`src/rtl/logic_reduce_stream.sv`:
```
// Streaming bitwise reducer: folds a packet of WIDTH-bit beats with OR/AND/XOR into one result.
// Optional outCount port (beats in packet) enabled by defining LOGIC_REDUCE_COUNT_EN.
module logic_reduce_stream #(
  parameter int unsigned WIDTH     = 8,
  parameter int unsigned MAX_BEATS = 16,
  parameter int unsigned CNT_W     = $clog2(MAX_BEATS + 1)
) (
  input  logic             clk,
  input  logic             rst_n,
  input  logic             inValid,
  output logic             inReady,
  input  logic [WIDTH-1:0] inData,
  input  logic             inLast,
  input  logic [1:0]       opSel,
  output logic             outValid,
  input  logic             outReady,
  output logic [WIDTH-1:0] outData,
`ifdef LOGIC_REDUCE_COUNT_EN
  output logic [CNT_W-1:0] outCount,
`endif
  output logic             outTrunc
);

  typedef enum logic [1:0] {StIdle, StAccum, StDone} state_e;

  state_e             state_q, state_d;
  logic [WIDTH-1:0]   acc_q, acc_d;
  logic [WIDTH-1:0]   data_q, data_d;
  logic [1:0]         op_q, op_d;
  logic [CNT_W-1:0]   count_q, count_d;
  logic               trunc_q, trunc_d;
  logic               in_fire;
  logic [WIDTH-1:0]   acc_next;
  logic [CNT_W-1:0]   count_inc;

  // Reserved encoding 2'b11 folds as OR.
  function automatic logic [WIDTH-1:0] reduce_op(input logic [1:0] op,
                                                 input logic [WIDTH-1:0] a,
                                                 input logic [WIDTH-1:0] b);
    case (op)
      2'b01:   return a & b;
      2'b10:   return a ^ b;
      default: return a | b;
    endcase
  endfunction

  assign inReady   = (state_q != StDone);
  assign outValid  = (state_q == StDone);
  assign outData   = data_q;
  assign outTrunc  = trunc_q;
  assign in_fire   = inValid && inReady;
  assign acc_next  = reduce_op(op_q, acc_q, inData);
  assign count_inc = count_q + CNT_W'(1);

`ifdef LOGIC_REDUCE_COUNT_EN
  assign outCount = count_q;
`endif

  always_comb begin
    state_d = state_q;
    acc_d   = acc_q;
    data_d  = data_q;
    op_d    = op_q;
    count_d = count_q;
    trunc_d = trunc_q;
    unique case (state_q)
      StIdle: begin
        if (in_fire) begin
          acc_d   = inData;
          op_d    = opSel;
          count_d = CNT_W'(1);
          if (inLast || (MAX_BEATS == 1)) begin
            state_d = StDone;
            data_d  = inData;
            trunc_d = !inLast;
          end else begin
            state_d = StAccum;
          end
        end
      end
      StAccum: begin
        if (in_fire) begin
          acc_d   = acc_next;
          count_d = count_inc;
          if (inLast) begin
            state_d = StDone;
            data_d  = acc_next;
          end else if (count_inc == CNT_W'(MAX_BEATS)) begin
            state_d = StDone;
            data_d  = acc_next;
            trunc_d = 1'b1;
          end
        end
      end
      StDone: begin
        // Result and its flags stay frozen until the consumer takes them.
        if (outReady) begin
          state_d = StIdle;
          count_d = '0;
          trunc_d = 1'b0;
        end
      end
      default: state_d = StIdle;
    endcase
  end

  always_ff @(posedge clk or negedge rst_n) begin
    if (!rst_n) begin
      state_q <= StIdle;
      acc_q   <= '0;
      data_q  <= '0;
      op_q    <= 2'b00;
      count_q <= '0;
      trunc_q <= 1'b0;
    end else begin
      state_q <= state_d;
      acc_q   <= acc_d;
      data_q  <= data_d;
      op_q    <= op_d;
      count_q <= count_d;
      trunc_q <= trunc_d;
    end
  end

endmodule

```
`config.mk`:
```
export PLATFORM = sky130hd
export DESIGN_NAME = logic_reduce_stream
export DESIGN_NICKNAME = d
export VERILOG_FILES = /design/src/rtl/logic_reduce_stream.sv
export SDC_FILE = /design/constraint.sdc
export NUM_CORES = 1
export LEC_CHECK = 0
export CAP_MARGIN = 15
export CORE_MARGIN = 2
export CORE_UTILIZATION = 58
export DETAILED_ROUTE_END_ITERATION = 10
export PLACE_DENSITY = 0.92
export SETUP_SLACK_MARGIN = 0.2
export SLEW_MARGIN = 20
export SYNTH_ARGS = -nofsm -noshare
export SYNTH_HDL_FRONTEND = slang
export SYNTH_SLANG_ARGS = --single-unit
```
`constraint.sdc`:
```
create_clock -name clk -period 5.6 [get_ports clk]
set_clock_uncertainty 0.2 [all_clocks]
set_input_delay 1.12 -clock clk [delete_from_list [all_inputs] [get_ports clk]]
set_output_delay 1.12 -clock clk [all_outputs]
set_load 0.01 [all_outputs]
```
Word level (Yosys, flattened, before mapping)
Index checks and enable logic that the tools add are counted.
{"block": "totals", "ramBits": 0, "romBits": 0, "mem_count": 0, "input_bits": 15, "register_bits": 26, "latchBits": 0, "word_cells": 62}
{"block": "classes", "bitwise": 3, "addsub": 1, "n_eq_ne": 13, "n_reduce_logical": 11, "div": 0, "mul": 0, "shift": 0, "order_cmp": 0, "mux": 28}
{"operator": "2-to-1 mux 8 bit", "n": 7}
{"operator": "case mux 8 bit (2 select lines)", "n": 3}
{"operator": "2-to-1 mux 5 bit", "n": 3}
{"operator": "case mux 5 bit (3 select lines)", "n": 1}
{"operator": "2-to-1 mux 2 bit", "n": 6}
{"operator": "inequality test 2 bit (second input constant)", "n": 6}
{"operator": "bitwise AND 8 bit", "n": 1}
{"operator": "OR 8 bit", "n": 1}
{"operator": "AND reduction 4 bit", "n": 2}
{"operator": "XOR 8 bit", "n": 1}
{"operator": "AND reduction 7 bit", "n": 1}
{"operator": "2-to-1 mux 1 bit", "n": 6}
{"operator": "case mux 2 bit (3 select lines)", "n": 1}
{"operator": "adder 5 x 1 -> 5 bit (second input constant)", "n": 1}
{"operator": "== test 5 bit (second input constant)", "n": 1}
{"operator": "AND reduction 5 bit", "n": 1}
{"operator": "== test 2 x 1 -> 1 bit (second input constant)", "n": 2}
{"operator": "== test 2 bit (second input constant)", "n": 2}
{"operator": "inequality test 3 bit (second input constant)", "n": 1}
{"operator": "case mux 1 bit (3 select lines)", "n": 1}
{"operator": "AND reduction 3 bit", "n": 1}
{"operator": "nonzero test 3 bit", "n": 1}
{"operator": "logical NOT 2 bit", "n": 1}
{"operator": "inequality test 2 x 1 -> 1 bit (second input constant)", "n": 1}
{"operator": "other kinds (4)", "n": 4}

Depth between registers and ports, before layout
Gate-level depths: netlist of the first run.
{"block": "logic_depth", "word_depth": 6, "depth_mapped": 9, "depth_no_buf": 7}

Worst setup path after synthesis of the first run
OpenSTA, ideal clock, no wires.
{"block": "synth_timing", "path_type": "input -> register", "from": "input port inValid", "to": "register data_q[0] (netlist: outData[0])", "required_time_ns": 5.275, "setup_slack_ns": 3.007, "arrival_time_ns": 2.269, "stages": 6, "setup_ns": 0.125, "path_buffers": 2, "path_cell_list": "and2b_1 > nor2b_1 > clkbuf_1 > nor2b_1 > buf_4 > mux2_2"}
{"block": "synth_via", "elab_chain_len": 3}
{"element": "from (decl)", "line": "10", "text": "input logic inValid,"}
{"element": "logical AND 1 bit *", "line": "51", "text": "assign in_fire = inValid && inReady;"}
{"element": "inequality test 2 bit (no source line)"}
{"element": "AND reduction 5 bit (no source line) *"}
{"element": "to (signal assigned)", "line": "118", "text": "data_q <= data_d;"}
{"element": "to (decl)", "line": "28", "text": "logic [WIDTH-1:0] data_q, data_d;"}
Every way passes the cells marked *; elsewhere a longest branch is shown, timed or not.
A chain may end at the register's enable or synchronous reset.

Final worst setup path of the first run
{"block": "layout_timing", "from": "register state_q[1]", "to": "register data_q[5] (netlist: outData[5])"}
{"block": "layout_via", "elab_chain_len": 4}
{"element": "from (decl)", "line": "26", "text": "state_e state_q, state_d;"}
{"element": "from (signal assigned)", "line": "109", "text": "state_q <= StIdle;"}
{"element": "from (signal assigned)", "line": "116", "text": "state_q <= state_d;"}
{"element": "inequality test 2 bit", "line": "47", "text": "assign inReady = (state_q != StDone);"}
{"element": "logical AND 1 bit", "line": "51"}
{"element": "inequality test 2 bit (no source line)"}
{"element": "AND reduction 5 bit (no source line)"}
Parallel ways exist; a longest one is shown, timed or not.

==> impl_summary.txt, run 1 <==
----------------------------------------------------
[Power]
  Fraction of power consumed by the clock network ... 9.5%
  Sw Ratio ... between 40% and 50%
  Share of power burned in combinational logic ... 58.8%
  Portion of total power attributed to sequential cells ... 31.8%
  Lkg Pwr ... 0.967 nW
  Worst IR drop on VDD ... 0.339 mV
  Power per standard cell area ... between 400 and 500 mW/mm²
  Net Switching ... 0.442 mW
  Cell-internal power ... between 0.5 and 0.6 mW

[Timing]
  Setup-failing EPs final ... 0
  Final Hold Viols ... 0
  Unrepaired setup endpoints after global routing ... no
  Summed negative setup slack over all endpoints ... 0 ns
  Final period utilization ... 57.5%
  Number of pins exceeding their max-slew limit in the final report ... 0
  Final worst slack ... 2.38 ns
  Least-Margin Pin Slew ... 0.893 ns
  Final worst path period need ... 3.22 ns
  Remaining max-slew budget at the tightest pin ... 40.5%
  Fmax ... 0.310 GHz

[Yosys]
  Synthesized cell area ... 0.00178 mm²
  EDFF count, synth ... 0
  Average cell area after synthesis ... slightly above 9 µm²
  Top post-synthesis cells by area ... sky130_fd_sc_hd__dfrtp_1, sky130_fd_sc_hd__ha_1, sky130_fd_sc_hd__o21ai_0, sky130_fd_sc_hd__mux2_2, sky130_fd_sc_hd__inv_1
  Sequential-to-total area share from yosys stat ... a little over a third
  Post-synth net total ... about 230
  Commonest cells post-synth ... sky130_fd_sc_hd__dfrtp_1, sky130_fd_sc_hd__inv_1, sky130_fd_sc_hd__ha_1, sky130_fd_sc_hd__o21ai_0, sky130_fd_sc_hd__nand2_1
  Number of synthesis warnings ... 0
  Cell with the most instances after synthesis ... sky130_fd_sc_hd__dfrtp_1
  Number of instances in the synthesized netlist ... 192
  Area share of the largest cell type after synthesis ... 36.6%
  Main synth FF type ... sky130_fd_sc_hd__dfrtp_1
  Distinct cell type count after synthesis ... 38
  Register bit count reported by yosys ... 26
  Largest area contributor in the netlist ... sky130_fd_sc_hd__dfrtp_1
  Async SR Flop Fraction ... 100%

[Critical path]
  Required time of the critical path ... ~5.6 ns
  Data arrival at the endpoint of the critical path ... 3.25 ns
  Endpoint type of the worst setup path ... register
  Worst Setup Start Kind ... register
  Crit Path Class ... register to register
  Maximum fanout encountered on the critical timing path ... 27

[Placement]
  Global placement routability congestion ... just over 0.8
  Placed Cells ... 243
  Post-Place Cell Area ... between 0.002 and 0.0025 mm²
  DPL Wire Length ... between 2000 and 3000 µm
  Count of buffers inserted at the top-level ports ... 25
  Worst slack at placement ... 2.08 ns

[Final layout]
  Post-layout instance area ... roughly 0.0021 mm²
  Count of fill cells added during filler insertion ... 226
  N_diodes ... 0
  Non-filler cells, final ... 247
  Number of nets in the layout ... ~250
  Layout cell share with drive strength beyond 1 ... under 10%
  P&R area growth vs syn ... 17.1%
  Final core area utilization ... 69.9%

[CTS]
  Clock tree from TritonCTS ... yes
  Number of levels in the clock H-tree ... 1
  CTS Buf Count ... 3
  Clk buf depth ... 2
  Number of instances resized during post-cts repair ... 0
  Num Clock Sinks ... 26
  Cts-stage hold buffer count ... 0
  Buffer cell driving the clock tree root ... sky130_fd_sc_hd__clkbuf_4
  Buffers inserted by post-CTS timing repair ... 0
  Clock input transition at the sequential cells of the worst setup and hold paths ... 0.14 ns
  Latest clock arrival within the worst-skew pair ... 0.32 ns

[Routing]
  Detailed-route DRC error count ... 0
  Antenna violation net count after detailed routing ... 0
  Drt first pass iters ... 4
  Via count of the routed design ... roughly 1500
  Via-per-instance ratio ... 5.94
  Total Routed Length ... about 3600 µm
  Iter 0 DRT Violations ... 60
  Routed wire per std cell ... around 15 µm

[Global routing]
  Antenna violations before repair ... 0
  Overall global routing resource usage ... about 23%
  First-pass GRT wire length ... roughly 6000 µm
  Via count of the first global-routing pass ... 1375
  Maximum number of pins on one net before global-route repair ... 28
  GR Overflow Total ... 0

[Floorplanning]
  Die width ... 59.3 µm
  Boundary Pins ... 26
  Vertical extent of the die ... between 50 and 60 µm
  Initial Util ... 59.7%
  Die area ... approximately 0.0035 mm²
  Row cnt ... 20
  Core Area ... 0.00298 mm²

[Outcome]
  Run status ... finished, final reports clean

[Worst hold path]
  Class of the worst hold path ... register to register

[Run]
  # Max-Cap Violations ... 0

----------------------------------------------------
==> kinds of logic (layout without fill, tap and decap cells) <==
kind of cell / Yosys count / after routing / share of synthesized area (%)
AOI/OAI and AO/OA: 49 / 49 / 19.4
xor gates and xnor gates: 1 / 1 / 0.493
adders and majority gates: 24 / 24 / 16.9
buffers and inverters: 34 / 56 / 7.46
DFF: 26 / 26 / 36.6
muxes: 11 / 11 / 6.83
and+or+nand+nor: 47 / 47 / 12.3
==> registers in the layout (all words and copies together), names as in the netlist <==
register,flops
acc_q,8
op_q,2
count_q,5
outData,8
outTrunc,1
state_q,2
==> per-layer routing <==
layer / GRT usage (%) / share of wire (%)
met4: 8.12 / 1.2
met1: 30.7 / 45
met3: 3.28 / 4.5
met5: 0 / 0
met2: 38.6 / 50
==> layout make-up <==
class	count	area, µm²	share of cell area [%]
Multi-Input combinational cell	132	993	47.7
Clock buffer	4	36.3	1.74
Timing Repair Buffer	27	265	12.7
Inverter	25	93.8	4.51
Tap cell	33	41.3	1.98
Sequential cell	26	651	31.3
==> layout by cell type (no fill, tap or decap), drive strengths merged, types with 2 or more instances in the layout <==
cell           synthesis  final
clkbuf                 6      4
a221oi                 2      2
nand2b                 2      2
mux2                   9      9
buf                    3      2
nor3                   2      2
dfrtp                 26     26
a21boi                 2      2
nor2b                  2      2
ha                    24     24
inv                   25     25
mux2i                  2      2
nand2                 21     21
clkdlybuf4s50          0     25
a221o                  7      7
nand3                 11     11
nor2                   4      4
o31ai                  3      3
a21oi                  3      3
o21ai                 22     22
==> worst max-delay path: stages (launching register included) <==
cell and delay, ns:
sky130_fd_sc_hd__dfrtp_1 0.44, sky130_fd_sc_hd__inv_1 0.11, sky130_fd_sc_hd__ha_1 0.75, sky130_fd_sc_hd__nor2_1 0.21
sky130_fd_sc_hd__nor2b_1 0.16, sky130_fd_sc_hd__buf_4 0.21, sky130_fd_sc_hd__nor2b_1 0.63, sky130_fd_sc_hd__mux2_2 0.42
==> per-stage QoR <==
stage | power, mW | hold slack, ns
6_report | 1.03 | 0.322
5_1_grt | 1.10 | 0.338
4_1_cts | 1.02 | 0.330
3_5_place_dp | 0.920 | 0.298
3_3_place_gp | 0.892 | 0.293
2_1_floorplan | 0.725 | 0.306
==> power groups by stage <==
stage          clock network, mW  registers (mW)  logic, mW
2_1_floorplan                  0           0.331      0.394
3_3_place_gp                   0           0.326      0.567
3_5_place_dp                   0           0.330      0.590
4_1_cts                   0.0990           0.326      0.599
5_1_grt                    0.105           0.335      0.663
6_report                  0.0970           0.326      0.603
==> path summary, 6_finish.rpt <==
kind / to / slack [ns] / cells after the start / from
min: outData[2]$_DFFE_PN0P_ / 0.32 / 1 / outData[2]$_DFFE_PN0P_
max: outData[5]$_DFFE_PN0P_ / 2.38 / 7 / state_q[1]$_DFFE_PN0P_
max reg2reg: outData[5]$_DFFE_PN0P_ / 2.38 / 7 / state_q[1]$_DFFE_PN0P_
min in group asynchronous: acc_q[5]$_DFFE_PN0P_ / 0.94 / 2 / rst_n
max in group asynchronous: count_q[0]$_DFFE_PN0P_ / 4.02 / 2 / rst_n
min reg2reg: outData[2]$_DFFE_PN0P_ / 0.32 / 1 / outData[2]$_DFFE_PN0P_
No activity file was read; power rests on OpenSTA's default activity.
==> inputs of run 2 (changes only) <==
CORE_UTILIZATION = 54   (was 58)
PLACE_DENSITY = 0.87   (was 0.92)
clock period = 3.33 ns   (was 5.6 ns; I/O delays follow)
==> run 2 against run 1 <==
Compared with the run above:
- routed wire length down 4.9%
- critical path depth shrank 3
- non-clock buffer count is 2 higher
- core utilization decreased by 1.9 points
- sequential power grew 67%
- die area rose by 6.9%
- clock power rose by 67%
- combinational power rose by 66%
- cell count increased by 5.3%
- clock-buffer cell count unchanged
- critical path type is now register to output port
- largest power group unchanged
- highest routed layer unchanged
==> impl_summary.txt, run 2 (synthesized netlist as in run 1, its figures left out) <==
----------------------------------------------------
[Placement]
  DPL Wire Length ... 2520 µm
  Count of buffers inserted at the top-level ports ... 25
  Global placement routability congestion ... 0.802

[Routing]
  Met2 wirelength from detailed routing ... roughly 1500 µm
  Detailed-route DRC error count ... 0
  Routed wire per std cell ... approximately 13 µm
  Antenna violation net count after detailed routing ... 0
  Via count of the routed design ... 1395
  Met1 routed wirelength after detailed routing ... roughly 1800 µm
  Total Routed Length ... 3430 µm
  Drt first pass iters ... 4
  Routed length on met3 ... between 90 and 100 µm
  Iter 0 DRT Violations ... 70
  Via-per-instance ratio ... between 5 and 6
  Top layer used by detailed routing ... met4

[CTS]
  Clock input transition at the sequential cells of the worst setup and hold paths ... about 0.15 ns
  Num Clock Sinks ... 26
  Clk buf depth ... 2
  Number of instances resized during post-cts repair ... 0
  Buffers inserted by post-CTS timing repair ... 0
  Latest clock arrival within the worst-skew pair ... about 0.32 ns
  Cts-stage hold buffer count ... 0
  Clock tree from TritonCTS ... yes
  CTS Buf Count ... 3
  Number of levels in the clock H-tree ... 1
  Buffer cell driving the clock tree root ... sky130_fd_sc_hd__clkbuf_4

[Floorplanning]
  Initial Util ... 57.3%
  Row cnt ... 20
  Core Area ... 0.00310 mm²
  Die width ... 61.4 µm
  Boundary Pins ... 26
  Vertical extent of the die ... 61.4 µm
  Die area ... 0.00377 mm²

[Final layout]
  Layout cell share with drive strength beyond 1 ... 9.26%
  P&R area growth vs syn ... 18.7%
  Count of fill cells added during filler insertion ... about 260
  Most common cell after layout, fill and taps aside ... sky130_fd_sc_hd__dfrtp_1
  Most frequent cells in the layout ... sky130_fd_sc_hd__dfrtp_1, sky130_fd_sc_hd__inv_1, sky130_fd_sc_hd__clkdlybuf4s50_1
  Number of nets in the layout ... 256
  Register area ... between 600 and 700 µm²
  N_diodes ... 0
  Area of the multi-input gates ... 993 µm²

[Critical path]
  Endpoint type of the worst setup path ... output port
  Startpoint of the worst setup timing path ... state_q[0]$_DFFE_PN0P_
  Setup slack, reg-to-reg ... about 1.0 ns
  Required time of the critical path ... 2.46 ns
  Number of cells on the worst reg-to-reg path ... 7
  Maximum fanout encountered on the critical timing path ... 4
  Crit Path Class ... register to output port
  Reg-to-reg endpoint ... outData[5]$_DFFE_PN0P_
  Worst Setup Start Kind ... register
  FF-to-FF Start ... count_q[0]$_DFFE_PN0P_
  CP endpoint ... inReady
  Data arrival at the endpoint of the critical path ... approximately 1.7 ns

[Timing]
  Final worst path period need ... 2.54 ns
  Fmax ... 0.393 GHz
  Remaining max-slew budget at the tightest pin ... a little over three fifths
  Unrepaired setup endpoints after global routing ... no
  Summed negative setup slack over all endpoints ... 0 ns
  Least-Margin Pin Slew ... 0.548 ns
  Number of pins exceeding their max-slew limit in the final report ... 0
  Setup-failing EPs final ... 0
  Final period utilization ... 76.3%
  Final Hold Viols ... 0

[Power]
  Lkg Pwr ... around 0.98 nW
  Power per standard cell area ... 807 mW/mm²
  Worst IR drop on VDD ... 0.666 mV
  Total power draw ... 1.70 mW

[Global routing]
  Maximum number of pins on one net before global-route repair ... 27
  First-pass GRT wire length ... 5980 µm
  Via count of the first global-routing pass ... between 1000 and 1500
  GR Overflow Total ... 0
  Overall global routing resource usage ... 21.1%
  Antenna violations before repair ... 0

[Outcome]
  Run status ... finished, final reports clean

[Worst hold path]
  Class of the worst hold path ... register to register

[Run]
  # Max-Cap Violations ... 0

----------------------------------------------------
## run 2: cell count changes in the layout (fill, tap and decap cells not counted), sizes merged
cell  previous run  this run
buf              2         4
## run 2: through the flow
stage	utilization (%)	instances	instance area (µm²)	worst slack, ns	hold WS (ns)
floorplan	-	192	1780	1.08	0.170
global placement	66.8	256	2070	0.753	0.294
detailed placement	66.8	256	2070	0.699	0.300
CTS	68.0	260	2110	0.766	0.332
global route	68.0	260	2110	0.646	0.346
finish	68.0	260	2110	0.788	0.329
## run 2: critical path: stages, from the launching register on
cell	delay, ns
sky130_fd_sc_hd__dfrtp_1	0.40
sky130_fd_sc_hd__inv_1	0.09
sky130_fd_sc_hd__ha_1	0.24
sky130_fd_sc_hd__inv_1	0.10
sky130_fd_sc_hd__clkdlybuf4s50_1	0.54
## run 2: power by group
group	total [mW]	internal [mW]	switching, mW
Clock	0.162	0.0667	0.0951
Combinational	0.998	0.468	0.530
Sequential	0.543	0.450	0.0927
Total	1.70	0.985	0.718
## run 2: worst min-delay path by stage
stage,start,endpoint,cells after the start
final,outData[1]$_DFFE_PN0P_,outData[1]$_DFFE_PN0P_,1
after global routing,outData[3]$_DFFE_PN0P_,outData[3]$_DFFE_PN0P_,1
after CTS,outData[3]$_DFFE_PN0P_,outData[3]$_DFFE_PN0P_,1
after detailed placement,outData[3]$_DFFE_PN0P_,outData[3]$_DFFE_PN0P_,1
after global placement,outData[2]$_DFFE_PN0P_,outData[2]$_DFFE_PN0P_,1
after floorplan,rst_n,acc_q[0]$_DFFE_PN0P_,0
## run 2: layer usage
layer  vias up  global-route usage [%]
met4         0                    5.78
met5         -                       0
met3         4                    1.89
met2        22                    34.7
met1       651                    30.1
li1        718                       -
## run 2: final cells by class
class	instances	area share, %
Multi-Input combinational cell	132	47.1
Sequential cell	26	30.8
Timing Repair Buffer	29	13.3
Inverter	25	4.45
Tap cell	44	2.61
Clock buffer	4	1.72
